[config.mk]
export PLATFORM = sky130hd
export DESIGN_NAME = ship_placement_ctrl
export DESIGN_NICKNAME = d
export VERILOG_FILES = /design/src/rtl/ship_placement_ctrl.sv
export SDC_FILE = /design/constraint.sdc
export NUM_CORES = 1
export LEC_CHECK = 0
export ABC_AREA = 0
export BUFFER_PORTS_ARGS = -buffer_cell sky130_fd_sc_hd__buf_2
export CORE_UTILIZATION = 40
export CTS_CLUSTER_DIAMETER = 150
export CTS_CLUSTER_SIZE = 10
export DETAILED_ROUTE_END_ITERATION = 16
export SLEW_MARGIN = 25
export SYNTH_ARGS = -nofsm -noshare
export SYNTH_HDL_FRONTEND = slang
export SYNTH_SLANG_ARGS = --single-unit
export TNS_END_PERCENT = 20
[constraint.sdc]
create_clock -name clk -period 4.3 [get_ports clk]
set_clock_uncertainty 0.1 [all_clocks]
set_input_delay 0.43 -clock clk [delete_from_list [all_inputs] [get_ports clk]]
set_output_delay 0.43 -clock clk [all_outputs]
set_load 0.05 [all_outputs]
[src/rtl/ship_placement_ctrl.sv]
// Ship-placement phase sequencer: owns the cursor, validates requested ships
// against bounds and occupancy, writes them cell-by-cell and counts them.
module ship_placement_ctrl #(
  parameter int unsigned BOARD_N   = 8,
  parameter int unsigned MAX_SHIPS = 5,
  parameter int unsigned MAX_LEN   = 5
) (
  input  logic                         clk,
  input  logic                         rst,
  input  logic                         placing_ships,
  input  logic [2:0]                   amount_of_ships,
  input  logic                         move_up,
  input  logic                         move_down,
  input  logic                         move_left,
  input  logic                         move_right,
  input  logic                         orient,
  input  logic                         player_place_ship,
  output logic [2:0]                   i_actual,
  output logic [2:0]                   j_actual,
  output logic [2:0]                   ships_placed,
  output logic [2:0]                   cur_len,
  output logic [BOARD_N*BOARD_N-1:0]   occupancy,
  output logic                         busy,
  output logic                         place_error,
  output logic                         finished_placing
);

  localparam int unsigned OCC_W = BOARD_N * BOARD_N;
  localparam int unsigned IDX_W = $clog2(OCC_W);
  localparam int unsigned LIM   = BOARD_N - 1;
  localparam int unsigned BTN_W = 6;

  typedef enum logic [2:0] {
    S_IDLE   = 3'd0,
    S_SELECT = 3'd1,
    S_CHECK  = 3'd2,
    S_WRITE  = 3'd3,
    S_DONE   = 3'd4
  } state_t;

  state_t             r_state, w_state_n;
  logic [BTN_W-1:0]   r_btn_q;
  logic [2:0]         r_i, r_j, r_ai, r_aj, r_k, r_target, r_ships, r_len;
  logic               r_orient, r_busy, r_err, r_fin;
  logic [OCC_W-1:0]   r_occ;

  logic [2:0]         w_i_n, w_j_n, w_ai_n, w_aj_n, w_k_n, w_target_n, w_ships_n, w_len_n;
  logic               w_orient_n, w_busy_n, w_err_n, w_fin_n;
  logic [OCC_W-1:0]   w_occ_n;

  logic [BTN_W-1:0]   w_btn, w_edge;
  logic [3:0]         w_ci, w_cj;
  logic [IDX_W-1:0]   w_idx;
  logic               w_oob, w_hit, w_last;
  logic [2:0]         w_tgt;

  // Length of ship n: max(MAX_LEN - n, 1)
  function automatic logic [2:0] len_of(input logic [2:0] n);
    int unsigned nn;
    nn = 32'(n);
    return (MAX_LEN > nn) ? 3'(MAX_LEN - nn) : 3'd1;
  endfunction

  // Bit order: {placing, place, right, left, down, up}
  assign w_btn  = {placing_ships, player_place_ship, move_right, move_left, move_down, move_up};
  assign w_edge = w_btn & ~r_btn_q;

  assign w_tgt = (32'(amount_of_ships) > MAX_SHIPS) ? 3'(MAX_SHIPS) : amount_of_ships;

  // Current cell in 4-bit arithmetic so running off the board is visible
  assign w_ci   = {1'b0, r_ai} + (r_orient ? {1'b0, r_k} : 4'd0);
  assign w_cj   = {1'b0, r_aj} + (r_orient ? 4'd0 : {1'b0, r_k});
  assign w_oob  = (w_ci > 4'(LIM)) || (w_cj > 4'(LIM));
  assign w_idx  = IDX_W'(w_ci[2:0]) * IDX_W'(BOARD_N) + IDX_W'(w_cj[2:0]);
  assign w_hit  = w_oob ? 1'b0 : r_occ[w_idx];
  assign w_last = (r_k == (r_len - 3'd1));

  always_ff @(posedge clk or negedge rst) begin
    if (!rst) begin
      r_state  <= S_IDLE;
      r_btn_q  <= '0;
      r_i      <= '0;
      r_j      <= '0;
      r_ai     <= '0;
      r_aj     <= '0;
      r_k      <= '0;
      r_target <= '0;
      r_ships  <= '0;
      r_len    <= 3'(MAX_LEN);
      r_orient <= 1'b0;
      r_occ    <= '0;
      r_busy   <= 1'b0;
      r_err    <= 1'b0;
      r_fin    <= 1'b0;
    end else begin
      r_state  <= w_state_n;
      r_btn_q  <= w_btn;
      r_i      <= w_i_n;
      r_j      <= w_j_n;
      r_ai     <= w_ai_n;
      r_aj     <= w_aj_n;
      r_k      <= w_k_n;
      r_target <= w_target_n;
      r_ships  <= w_ships_n;
      r_len    <= w_len_n;
      r_orient <= w_orient_n;
      r_occ    <= w_occ_n;
      r_busy   <= w_busy_n;
      r_err    <= w_err_n;
      r_fin    <= w_fin_n;
    end
  end

  always_comb begin
    w_state_n  = r_state;
    w_i_n      = r_i;
    w_j_n      = r_j;
    w_ai_n     = r_ai;
    w_aj_n     = r_aj;
    w_k_n      = r_k;
    w_target_n = r_target;
    w_ships_n  = r_ships;
    w_len_n    = r_len;
    w_orient_n = r_orient;
    w_occ_n    = r_occ;
    w_err_n    = 1'b0;

    case (r_state)
      S_IDLE: begin
        if (w_edge[5]) begin
          w_occ_n    = '0;
          w_ships_n  = '0;
          w_i_n      = '0;
          w_j_n      = '0;
          w_k_n      = '0;
          w_len_n    = len_of(3'd0);
          w_target_n = w_tgt;
          w_state_n  = (w_tgt == 3'd0) ? S_DONE : S_SELECT;
        end
      end
      S_SELECT: begin
        // Place beats any move in the same cycle; moves are prioritised up>down>left>right
        if (!placing_ships) begin
          w_state_n = S_IDLE;
        end else if (w_edge[4]) begin
          w_ai_n     = r_i;
          w_aj_n     = r_j;
          w_orient_n = orient;
          w_k_n      = '0;
          w_state_n  = S_CHECK;
        end else if (w_edge[0]) begin
          if (r_i != 3'd0) w_i_n = r_i - 3'd1;
        end else if (w_edge[1]) begin
          if (r_i != 3'(LIM)) w_i_n = r_i + 3'd1;
        end else if (w_edge[2]) begin
          if (r_j != 3'd0) w_j_n = r_j - 3'd1;
        end else if (w_edge[3]) begin
          if (r_j != 3'(LIM)) w_j_n = r_j + 3'd1;
        end
      end
      S_CHECK: begin
        if (!placing_ships) begin
          w_state_n = S_IDLE;
        end else if (w_oob || w_hit) begin
          w_err_n   = 1'b1;
          w_state_n = S_SELECT;
        end else if (w_last) begin
          w_k_n     = '0;
          w_state_n = S_WRITE;
        end else begin
          w_k_n = r_k + 3'd1;
        end
      end
      S_WRITE: begin
        if (!placing_ships) begin
          w_state_n = S_IDLE;
        end else begin
          w_occ_n[w_idx] = 1'b1;
          if (w_last) begin
            w_k_n     = '0;
            w_ships_n = r_ships + 3'd1;
            w_len_n   = len_of(r_ships + 3'd1);
            w_state_n = ((r_ships + 3'd1) == r_target) ? S_DONE : S_SELECT;
          end else begin
            w_k_n = r_k + 3'd1;
          end
        end
      end
      S_DONE: begin
        if (!placing_ships) w_state_n = S_IDLE;
      end
      default: w_state_n = S_IDLE;
    endcase

    w_busy_n = (w_state_n == S_CHECK) || (w_state_n == S_WRITE);
    w_fin_n  = (w_state_n == S_DONE);
  end

  assign i_actual         = r_i;
  assign j_actual         = r_j;
  assign ships_placed     = r_ships;
  assign cur_len          = r_len;
  assign occupancy        = r_occ;
  assign busy             = r_busy;
  assign place_error      = r_err;
  assign finished_placing = r_fin;

endmodule

# == Yosys cells after proc, flatten, opt, wreduce, memory -nomap -nowiden ==
# Cells that the tools add are included.
# classes
add_sub_neg,11
n_lt_le_gt_ge,6
n_eq_ne,27
muxes,58
bitwise_logic,3
n_reduce_logical,18
# ops
operator,count
64-bit two-way mux,2
64-bit case mux with 2 select lines,1
3-bit two-way mux,41
64-bit bitwise OR,1
"3-bit inequality test, second input constant",8
3-bit case mux with 2 select lines,4
"2-bit inequality test, second input constant",10
3-bit case mux with 5 select lines,1
7-bit AND reduction,2
"3-bit by 1-bit adder with 3-bit output, second input constant",4
"3-bit by 2-bit == test with 1-bit output, second input constant",4
3-bit case mux with 4 select lines,1
9-bit AND reduction,1
"3-bit by 1-bit subtractor with 3-bit output, second input constant",3
3-bit by 3-bit adder with 4-bit output,2
"4-bit by 3-bit greater-than comparator with 1-bit output, second input constant",2
"6-bit by 7-bit less-than comparator with 1-bit output, second input constant",1
6-bit by 3-bit adder with 6-bit output,1
6-bit bitwise AND,1
1-bit binary-select mux with 6-bit select,1
1-bit demux with 6-bit select,1
3-bit == test,2
"3-bit == test, second input constant",2
"6-bit by 1-bit >= comparator with 1-bit output, second input constant",1
other kinds (15),26
# word_totals
register_bits,101
inputBits,12
elab_cells,138

# == Depth between registers and ports, before layout ==
# Gate-level depths: netlist of run 1.
# logic_depth
word_depth,12
depth_mapped,11
depth_no_buf,10

# == Worst setup path after synthesis of run 1 ==
# OpenSTA, ideal clock, no wires.
# synth_timing
path_kind,reg-to-reg
start,reg r_k[0]
end,reg r_k[0]
arrival_time_ns,3.126
required_ns,4.079
slack_ns,0.953
stages_incl_launch_ff,12
n_path_buf,2
synth_period_minus_slack_ns,3.347
cell_sequence,dfrtp_1 > nor2b_1 > ha_1 > fa_1 > buf_2 > buf_2 > mux4_2 > a311oi_1 > o2111ai_1 > a2111oi_4 > o31ai_1 > a22o_1
# synth_between
elab_chain_cells,9
# synth_rtl
element,line,text
"start, declared",43,"logic [2:0] r_i, r_j, r_ai, r_aj, r_k, r_target, r_ships, r_len;"
"start signal, assigned",102,r_k <= w_k_n;
"3-bit two-way mux, on equally long branches","72, 71",
"3-bit by 3-bit adder with 4-bit output, on equally long branches","72, 71",
6-bit by 3-bit adder with 6-bit output,74,assign w_idx = IDX_W'(w_ci[2:0]) * IDX_W'(BOARD_N) + IDX_W'(w_cj[2:0]);
1-bit binary-select mux with 6-bit select,75,assign w_hit = w_oob ? 1'b0 : r_occ[w_idx];
1-bit two-way mux (not written as such),75,
1-bit two-way mux,75,
1-bit logical OR,164,end else if (w_oob || w_hit) begin
2-bit inequality test (no line),n/a,
7-bit AND reduction (no line),n/a,
# Parallel ways exist; a longest one is shown, timed or not. The select of a mux whose other input is x is not followed.
# A chain may end at the register's enable or synchronous reset.

# == Worst setup path after layout of run 1 ==
# layout_timing
start,reg r_k[0]
end,reg r_k[1]
# Same word-level chain as after synthesis.

==> reports/qor.csv, run 1 <==
stage,metric,value,unit
status,status,finished clean,
clocking,cts_tree,built,
critical_path,crit_required,4.43,ns
floorplanning,start_util,41.6,%
global_route,first_global_vias,4000,
logic_synthesis,ys_ff_latch,101,
clocking,cts.reportedPaths.clkPinSlew,0.07,ns
clocking,cts_hold_buf,0,
clocking,cts_num_sinks,101,
global_route,grt_max_degree,70,
floorplanning,die_area,0.0131,mm^2
clocking,numCtsBuffers,9,
sta,worst_pin_slew,0.991,ns
layout,final_cells,753,
placement,gp_congestion,0.876,
logic_synthesis,synthTopCellsByArea,"dfrtp_1 49%, a21oi_1 7.0%, nor2_1 6.5%",
pwr,p_int,1740,uW
sta,hold_viol_final,0,
sta,setup_viol,0,
logic_synthesis,synth_top_cell_by_area,dfrtp_1,
floorplanning,die_y,114,um
clocking,clk_path_buf_depth,2,
routing,drc,0,
critical_path,crit_family,adder cells,
layout,final_area,0.00599,mm^2
sta,rsz0062_at_grt,false,
pwr,swShare,37.8,%
sta,relSlewSlack,33.4,%
logic_synthesis,synth_edf_count,0,
logic_synthesis,async_flop_share,100,%
routing,ant_nets,0,
logic_synthesis,synth_ff_type,dfrtp_1,
pwr,powerDensity,469,mW/mm^2
placement,dpl_cell_area,0.00572,mm^2
global_route,antenna_found_initial,0,
logic_synthesis,syn_area_per_cell,10.4,um^2
routing,first_iter_violations,224,
sta,layout_setup_ws,0.333,ns
layout,drive_gt1_share,26.2,%
placement,dp_cells,737,
pwr,pwr-share-comb,32.9,%
run,maxCapViolCount,0,
routing,wl,12800,um
critical_path,path_class,reg2reg,
global_route,grt_use_total,20.7,%
critical_path,start_kind,flop,
clocking,cts_setup_buffers,0,
sta,finalCritPeriodShare,92.3,%
floorplanning,boundaryPins,91,
sta,fin_tns_setup,0,ns
sta,period_needed,3.97,ns
critical_path,crit_buf_inv,1,
logic_synthesis,synth_area,0.00506,mm^2
pwr,peakVddDrop,254,uV
critical_path,max_stage_delay,0.88,ns
pwr,p_switching,1060,uW
logic_synthesis,ys_seq_area_share,50.0,%
clocking,cts_root_buffer,clkbuf_16,
routing,viasPerCell,5.43,
critical_path,crit_path_max_fanout,20,
logic_synthesis,syn_inst,487,
critical_path,slowest_stage,fa_1,
min_path,hp-class,in2async,
logic_synthesis,yosysUniqueCellTypes,57,
clocking,cts-resized-gates,0,
critical_path,worstPathArrival,4.10,ns
placement,placement.io_buffers,90,
pwr,power_leakage,0.00298,uW
layout,antennaDiodeCount,0,
critical_path,crit_path_end_kind,flop,
routing,via_count,4090,
placement,dp_hpwl,9370,um
logic_synthesis,ys_warn_count,0,
placement,dp_slack,0.334,ns
critical_path,path_cells,nor2b_1 > ha_1 > fa_1 > buf_4 > mux4_2 > mux2_2 > nand4_1 > o2111ai_1 > a2111oi_4 > o31ai_1 > a22o_1,
global_route,grt_first_pass_wirelength,20800,um
sta,slew_violations,0,
pwr,pwr-share-seq,40.5,%
floorplanning,die_w,114,um
clocking,clock_latency,0.35,ns
global_route,grt-ovfl-total,0,
layout,syn_to_final_growth,18.4,%
logic_synthesis,syn_nets,513,
pwr,clkPwrFrac,26.6,%
floorplanning,fp.coreArea,0.0122,mm^2
clocking,htreeDepth,3,
floorplanning,rows,40,
routing,wl_per_cell,17.0,um
sta,holdWs,0.0678,ns
routing,firstDrtPassIters,4,
sta,fmax,252,MHz
layout,fin_nets,606,
logic_synthesis,synth.top_cell.area_share,49.0,%
[routing by layer]
metal	vias up	GRT usage, %	routed length [um]
li1	1922	-	-
met3	21	5.08	839
met4	0	7.79	268
met5	-	0	0
met1	2007	26.6	5390
met2	140	33.8	6280
[cell type report]
| cell class | count | area, um^2 |
|---|---|---|
| sequential | 101 | 2530 |
| multi-input combinational | 350 | 2370 |
| timing repair buffer | 102 | 543 |
| inverter | 16 | 60.1 |
| clock inverter | 5 | 36.3 |
| clock buffer | 11 | 233 |
| tap | 168 | 210 |
| fill | 1144 | 6170 |
[Yosys cell counts, types with 2 or more instances]
| master | count |
|---|---|
| o21ai_0 | 20 |
| a31oi_1 | 6 |
| a21oi_1 | 71 |
| mux2i_1 | 4 |
| and2_1 | 7 |
| a22o_1 | 2 |
| nor3_1 | 9 |
| nand2b_1 | 8 |
| or3_1 | 3 |
| buf_1 | 2 |
| inv_1 | 15 |
| nor2_1 | 87 |
| nor3_2 | 4 |
| nand3_1 | 10 |
| o31ai_1 | 4 |
| mux2_2 | 10 |
| or4_1 | 2 |
| o221ai_1 | 2 |
| nand2_1 | 22 |
| o311ai_0 | 2 |
| a311oi_1 | 2 |
| xor2_1 | 4 |
| fa_1 | 4 |
| o41ai_1 | 2 |
| clkbuf_1 | 10 |
| mux4_2 | 14 |
| xor2_2 | 2 |
| a22oi_1 | 2 |
| a211oi_1 | 2 |
| nand4_1 | 3 |
| xnor2_1 | 6 |
| buf_2 | 6 |
| dfstp_2 | 2 |
| ha_1 | 10 |
| nor2b_1 | 8 |
| dfrtp_1 | 99 |
[path summary, 6_finish.rpt]
| kind | startpoint | endpoint | slack (ns) | depth (start not counted) |
|---|---|---|---|---|
| max in group asynchronous | rst | occupancy[21] | 3.09 | 2 |
| worst max-delay path | r_k[0] | r_k[1] | 0.33 | 11 |
| min in group clk | move_right | r_btn_q[3] | 0.11 | 1 |
| worst max register to register | r_k[0] | r_k[1] | 0.33 | 11 |
| worst min register to register | cur_len[2] | cur_len[2] | 0.42 | 2 |
| worst min-delay path | rst | occupancy[24] | 0.07 | 1 |
[registers in the layout (all words and copies together) (netlist names)]
| register | cells |
|---|---|
| cur_len | 3 |
| r_state | 3 |
| r_orient | 1 |
| busy | 1 |
| r_target | 3 |
| j_actual | 3 |
| place_error | 1 |
| r_ai | 3 |
| i_actual | 3 |
| r_k | 3 |
| r_aj | 3 |
| r_btn_q | 6 |
| occupancy | 64 |
| finished_placing | 1 |
| ships_placed | 3 |
[metrics by stage]
stage | util [%] | total power, uW
floorplan | - | 1840
global placement | 47.0 | 2060
detailed placement | 47.0 | 2070
CTS | 49.2 | 2830
global route | 49.2 | 2950
finish | 49.2 | 2810
[power groups by stage]
stage | sequential, uW | clock [uW] | combinational [uW]
5_1_grt | 1150 | 800 | 1000
4_1_cts | 1140 | 764 | 925
3_5_place_dp | 1150 | 0 | 918
2_1_floorplan | 1290 | 0 | 549
6_report | 1140 | 747 | 922
3_3_place_gp | 1150 | 0 | 911
[cell usage in the layout (no fill, tap or decap), drive strengths merged, types with 2 or more instances in the layout]
master | synthesis | final
mux4 | 14 | 14
nand4 | 3 | 3
and2 | 7 | 7
dfrtp | 99 | 99
nor2b | 8 | 8
a31oi | 6 | 6
or4 | 2 | 2
nand2 | 22 | 22
a311oi | 3 | 3
or3 | 3 | 3
clkinv | 0 | 4
a22o | 2 | 2
mux2 | 10 | 10
o21ai | 20 | 20
a22oi | 2 | 2
xnor2 | 6 | 6
o31ai | 4 | 4
fa | 4 | 4
nand3 | 10 | 10
o221ai | 2 | 2
o41ai | 2 | 2
mux2i | 4 | 4
nand2b | 8 | 8
nor3 | 13 | 13
ha | 10 | 10
o311ai | 2 | 2
inv | 16 | 17
buf | 10 | 102
a21oi | 71 | 71
clkbuf | 10 | 11
nor2 | 88 | 88
dfstp | 2 | 2
a211oi | 2 | 2
xor2 | 6 | 6
[cells by family after synthesis]
logic type,count (synthesis),share of synthesized area [%]
xor+xnor,13,2.82
buf+inv,36,3.19
simple gates,169,15.6
flops,101,50.0
fa+ha+maj,14,4.06
mux,28,9.25
compound gates,126,15.1
[worst reg2reg max path, stage by stage (launching register included)]
cell       delay [ns]
dfrtp_1          0.44
nor2b_1          0.16
ha_1             0.20
fa_1             0.88
buf_4            0.36
mux4_2           0.33
mux2_2           0.28
nand4_1          0.09
o2111ai_1        0.21
a2111oi_4        0.39
o31ai_1          0.16
a22o_1           0.26
No activity file was read; power rests on OpenSTA's default activity.
==> inputs of run 2 (changes only) <==
==> constraint.sdc (replaced) <==
create_clock -name clk -period 4.3 [get_ports clk]
set_clock_uncertainty 0.1 [all_clocks]
set_input_delay 0.215 -clock clk [delete_from_list [all_inputs] [get_ports clk]]
set_output_delay 0.215 -clock clk [all_outputs]
set_load 0.05 [all_outputs]
==> run 2 against run 1 <==
  * Die area is the same
  * Clock power grew 17%
  * Worst hold slack lost 0.041 ns
  * Highest routed layer unchanged
==> reports/qor.csv, run 2 (synthesized netlist as in run 1, its figures left out) <==
stage,metric,value,unit,change
placement,dpl_cell_area,0.00572,mm^2,unchanged
layout,mostFrequentLayoutCells,"99 x dfrtp_1, 89 x buf_2, 86 x nor2_1",,unchanged
status,status,finished clean,,unchanged
critical_path,reg2regPathDepth,11,,unchanged
clocking,cts_tree,built,,unchanged
clocking,clock_latency,0.35,ns,about the same
clocking,cts_num_sinks,101,,unchanged
clocking,clk_path_buf_depth,2,,unchanged
floorplanning,die_area,0.0131,mm^2,unchanged
global_route,first_global_vias,4085,,was 4000
floorplanning,rows,40,,unchanged
layout,largest_reg_flops,64,,unchanged
routing,firstDrtPassIters,5,,was 4
floorplanning,die_w,114,um,unchanged
floorplanning,fp.coreArea,0.0122,mm^2,unchanged
pwr,peakVddDrop,301,uV,was 254 uV
sta,worst_pin_slew,0.906,ns,was 0.991 ns
critical_path,path_class,reg2reg,,unchanged
run,maxCapViolCount,0,,unchanged
layout,antennaDiodeCount,0,,unchanged
global_route,grt-ovfl-total,0,,unchanged
layout,fillerInstances,1110,,was 1144
critical_path,start_kind,flop,,unchanged
critical_path,crit_required,4.43,ns,about the same
placement,dp_hpwl,9320,um,was 9370 um
global_route,antenna_found_initial,0,,unchanged
clocking,numCtsBuffers,9,,unchanged
pwr,powerDensity,480,mW/mm^2,was 469 mW/mm^2
critical_path,worstPathArrival,4.06,ns,was 4.10 ns
sta,fin_tns_setup,0,ns,unchanged
clocking,cts_root_buffer,clkbuf_16,,unchanged
layout,final_common_cell,dfrtp_1,,unchanged
clocking,htreeDepth,3,,unchanged
min_path,hold_depth,2,,
global_route,grt_max_degree,70,,unchanged
global_route,grt_use_total,21.0,%,was 20.7%
routing,wl_per_cell,16.9,um,was 17.0 um
floorplanning,start_util,41.6,%,unchanged
layout,drive_gt1_share,26.2,%,about the same
placement,placement.io_buffers,90,,unchanged
global_route,grt_first_pass_wirelength,21300,um,was 20800 um
routing,first_iter_violations,318,,was 224
placement,gp_congestion,0.885,,was 0.876
sta,setup_viol,0,,unchanged
min_path,hp-class,in2reg,,was in2async
routing,via_count,4153,,was 4090
sta,fmax,254,MHz,was 252 MHz
sta,relSlewSlack,39.1,%,was 33.4%
layout,syn_to_final_growth,20.8,%,was 18.4%
clocking,cts-resized-gates,0,,unchanged
clocking,cts.reportedPaths.clkPinSlew,0.07,ns,about the same
routing,drc,0,,unchanged
critical_path,crit_path_end_kind,flop,,unchanged
layout,final_area,0.00611,mm^2,was 0.00599 mm^2
routing,wl,12900,um,was 12800 um
sta,hold_viol_final,0,,unchanged
sta,slew_violations,0,,unchanged
layout,fin_nets,613,,was 606
floorplanning,boundaryPins,91,,unchanged
sta,finalCritPeriodShare,91.4,%,was 92.3%
routing,ant_nets,0,,unchanged
sta,rsz0062_at_grt,false,,unchanged
sta,period_needed,3.93,ns,was 3.97 ns
routing,viasPerCell,5.46,,was 5.43
clocking,cts_setup_buffers,0,,unchanged
floorplanning,die_y,114,um,unchanged
critical_path,crit_path_max_fanout,20,,unchanged
pwr,power_leakage,0.00303,uW,was 0.00298 uW
[run 2: cell count changes in the layout (fill, tap and decap cells not counted), sizes merged]
cell,delta
dlygate4sd3,+7
clkinv,-3
bufinv,+2
clkbuf,-2
clkinvlp,+2
inv,+1
[run 2: final cells by class]
| class | instances | area [um^2] | area share (%) |
|---|---|---|---|
| Clock buffer | 9 | 225 | 3.69 |
| Clock inverter | 7 | 97.6 | 1.60 |
| Inverter | 16 | 60.1 | 0.983 |
| Multi-Input combinational cell | 350 | 2370 | 38.9 |
| Sequential cell | 101 | 2530 | 41.4 |
| Tap cell | 168 | 210 | 3.44 |
| Timing Repair Buffer | 109 | 613 | 10.0 |
[run 2: critical path, stage by stage (launching register included)]
cell and delay [ns]:
dfrtp_1 0.44, nor2b_1 0.16, ha_1 0.20, fa_1 0.86
buf_4 0.35, mux4_2 0.33, mux2_2 0.28, nand4_1 0.08
o2111ai_1 0.17, a2111oi_4 0.40, o31ai_1 0.17, a22o_1 0.25
[run 2: metal layers]
metal / global-route usage [%] / part of all wire [%] / vias to the layer above
li1: - / - / 1947
met1: 27.9 / 44 / 2065
met2: 34.9 / 50 / 123
met3: 4.02 / 4.6 / 18
met4: 6.49 / 1.6 / 0
met5: 0 / 0 / -
[run 2: repair_timing]
item,4_1_cts,5_1_grt
endpoints found under the setup margin,0,0
hold buffers,7,0
hold endpoints to repair,68,0
[run 2: where the power goes]
part	switching [uW]	internal, uW	total, uW
sequential	99.0	1030	1130
clock	359	513	872
combinational	607	319	926
total	1070	1870	2930
[run 2: final timing paths]
| kind | end | slack, ns | startpoint |
|---|---|---|---|
| max reg2reg | r_k[1] | 0.37 | r_k[0] |
| max | r_k[1] | 0.37 | r_k[0] |
| min reg2reg | r_aj[2] | 0.43 | r_aj[2] |
| min | r_orient | 0.03 | orient |
| min in group asynchronous | occupancy[24] | 0.40 | rst |
| max in group asynchronous | occupancy[38] | 2.70 | rst |
[run 2: metrics by stage]
step | utilization (%) | total power [uW] | worst slack (ns) | hold WS (ns) | std cells
after floorplan | - | 1840 | 0.953 | -0.181 | 487
after global placement | 47.0 | 2060 | 0.468 | 0.236 | 737
after detailed placement | 47.0 | 2070 | 0.383 | 0.239 | 737
after CTS | 50.2 | 2950 | 0.377 | 0.0131 | 760
after global routing | 50.2 | 3080 | 0.0999 | 0.0166 | 760
final | 50.2 | 2930 | 0.369 | 0.0265 | 760
==> inputs of run 3 (changes only) <==
--- a/config.mk
+++ b/config.mk
@@ -11,6 +11,8 @@
 export CTS_CLUSTER_DIAMETER = 150
 export CTS_CLUSTER_SIZE = 10
 export DETAILED_ROUTE_END_ITERATION = 16
+export REMOVE_ABC_BUFFERS = 1
+export SKIP_LAST_GASP = 1
 export SLEW_MARGIN = 25
 export SYNTH_ARGS = -nofsm -noshare
 export SYNTH_HDL_FRONTEND = slang
==> run 3 against run 2 <==
  * Cell count fell by 0.13%
  * Worst setup slack improved by 0.30 ns
  * Routed wire length rose by 0.86%
  * Global-route usage fell by 0.28 points
  * Non-clock buffer count fell by 1
  * Total power rose by 1.9%
  * Combinational power fell by 1%
  * Design area rose by 0.31%
  * Die area did not move
  * Register-to-register slack improved by 0.30 ns
  * Core utilization rose by 0.15 points
  * Critical path type unchanged
  * Largest cell class unchanged
==> reports/qor.csv, run 3 (synthesized netlist as in run 1, its figures left out) <==
stage,metric,value,unit,change
layout,fillerInstances,1111,,was 1110
clocking,clk_path_buf_depth,2,,unchanged
pwr,peakVddDrop,176,uV,was 301 uV
routing,wl,13000,um,was 12900 um
layout,antennaDiodeCount,0,,unchanged
sta,worst_pin_slew,0.848,ns,was 0.906 ns
critical_path,crit_required,4.43,ns,about the same
placement,dp_hpwl,9320,um,about the same
critical_path,start_kind,flop,,unchanged
sta,fmax,275,MHz,was 254 MHz
critical_path,r2r_setup_slack,0.67,ns,was 0.37 ns
layout,mostFrequentLayoutCells,"99 x dfrtp_1, 89 x buf_2, 86 x nor2_1",,unchanged
status,status,finished clean,,unchanged
clocking,numCtsBuffers,9,,unchanged
clocking,cts-resized-gates,0,,unchanged
clocking,clock_latency,0.35,ns,about the same
routing,viasPerCell,5.49,,was 5.46
routing,wl_per_cell,17.1,um,was 16.9 um
placement,placement.io_buffers,90,,unchanged
clocking,cts_setup_buffers,0,,unchanged
layout,largest_reg_flops,64,,unchanged
critical_path,crit_path_max_fanout,30,,was 20
clocking,cts_root_buffer,clkbuf_16,,unchanged
routing,ant_nets,0,,unchanged
global_route,grt-ovfl-total,0,,unchanged
critical_path,worstPathArrival,3.76,ns,was 4.06 ns
min_path,holdCritStartpoint,orient,,unchanged
clocking,cts_num_sinks,101,,unchanged
floorplanning,die_y,114,um,unchanged
clocking,cts_tree,built,,unchanged
global_route,first_global_vias,3869,,was 4085
min_path,hp-class,in2reg,,unchanged
layout,syn_to_final_growth,21.2,%,was 20.8%
sta,slew_violations,0,,unchanged
global_route,grt_first_pass_wirelength,20800,um,was 21300 um
critical_path,path_class,reg2reg,,unchanged
placement,gp_congestion,0.848,,was 0.885
min_path,worst_hold_path.endpoint,r_orient,,unchanged
floorplanning,fp.coreArea,0.0122,mm^2,unchanged
layout,fin_nets,612,,was 613
routing,first_iter_violations,334,,was 318
floorplanning,start_util,41.6,%,unchanged
routing,firstDrtPassIters,5,,unchanged
routing,via_count,4164,,was 4153
pwr,power,2990,uW,was 2930 uW
min_path,hold_depth,2,,unchanged
critical_path,reg2regPathDepth,11,,unchanged
sta,hold_viol_final,0,,unchanged
global_route,grt_use_total,20.7,%,was 21.0%
critical_path,timing.rr.start,r_k[0],,unchanged
critical_path,r2r-end,r_k[0],,was r_k[1]
critical_path,crit_path_end_kind,flop,,unchanged
pwr,power_leakage,0.00304,uW,was 0.00303 uW
global_route,antenna_found_initial,0,,unchanged
clocking,cts.reportedPaths.clkPinSlew,0.07,ns,about the same
sta,period_needed,3.63,ns,was 3.93 ns
pwr,powerDensity,487,mW/mm^2,was 480 mW/mm^2
clocking,htreeDepth,3,,unchanged
layout,final_common_cell,dfrtp_1,,unchanged
routing,drc,0,,unchanged
sta,finalCritPeriodShare,84.4,%,was 91.4%
floorplanning,die_area,0.0131,mm^2,unchanged
global_route,grt_max_degree,75,,was 70
sta,relSlewSlack,43.2,%,was 39.1%
sta,fin_tns_setup,0,ns,unchanged
floorplanning,rows,40,,unchanged
layout,drive_gt1_share,26.1,%,was 26.2%
floorplanning,die_w,114,um,unchanged
sta,setup_viol,0,,unchanged
sta,rsz0062_at_grt,false,,unchanged
floorplanning,boundaryPins,91,,unchanged
run,maxCapViolCount,0,,unchanged
run 3: cell count changes in the layout (fill, tap and decap cells not counted):
cell,before,now
buf_4,13,11
bufinv_16,2,3
buf_6,0,1
clkinvlp_4,2,1
run 3: cell type report:
| class | count | area, um^2 | area share [%] |
|---|---|---|---|
| repair buffers | 108 | 609 | 9.94 |
| well taps | 168 | 210 | 3.43 |
| multi-input cells | 350 | 2370 | 38.7 |
| flip-flops and latches | 101 | 2530 | 41.3 |
| clock inverters | 7 | 120 | 1.96 |
| inverters | 16 | 60.1 | 0.980 |
| clock buffers | 9 | 225 | 3.67 |
run 3: stage by stage:
step	worst slack (ns)	instance area, um^2	hold slack, ns	instances	util, %
detailed placement	0.660	5710	0.233	736	47.0
global placement	0.734	5710	0.232	736	47.0
global route	0.442	6130	0.0255	759	50.4
finish	0.669	6130	0.0219	759	50.4
floorplan	0.00621	4960	-0.181	467	-
CTS	0.642	6130	0.0251	759	50.4
run 3: repair_timing:
| item | in CTS | in global routing |
|---|---|---|
| endpoints found under the setup margin | 0 | 0 |
| endpoints found under the hold margin | 77 | 0 |
| hold buffers | 7 | 0 |
run 3: power breakdown:
| group | switching, uW | total (uW) | internal (uW) |
|---|---|---|---|
| Combinational | 608 | 915 | 307 |
| Clock | 365 | 937 | 572 |
| Sequential | 101 | 1140 | 1030 |
| Total | 1070 | 2990 | 1910 |
run 3: metal layers:
metal  wire length, um  vias up  GRT usage [%]  share of wire, %
met1              5960     2077           30.9                46
li1                  -     1934              -                 -
met5                 0        -              0                 0
met4               221        0           7.71               1.7
met2              6010      136           30.4                46
met3               779       17           3.49               6.0
run 3: worst max path at each step:
stage / start / end / slack [ns] / cells after the start
floorplan: r_state[0] / j_actual[2] / 0.006 / 7
global placement: r_k[0] / r_k[1] / 0.73 / 11
detailed placement: r_k[0] / r_k[0] / 0.66 / 10
CTS: r_k[0] / r_k[0] / 0.64 / 11
global route: r_k[0] / r_k[0] / 0.44 / 11
finish: r_k[0] / r_k[0] / 0.67 / 11
run 3: worst max-delay path, stage by stage (launching register included):
cell,delay (ns)
dfrtp_1,0.44
nor2b_1,0.16
ha_1,0.21
fa_1,0.48
buf_4,0.33
mux4_2,0.37
and4_1,0.20
a311oi_1,0.25
o2111ai_1,0.20
a2111oi_4,0.37
o31ai_1,0.16
a22o_1,0.25
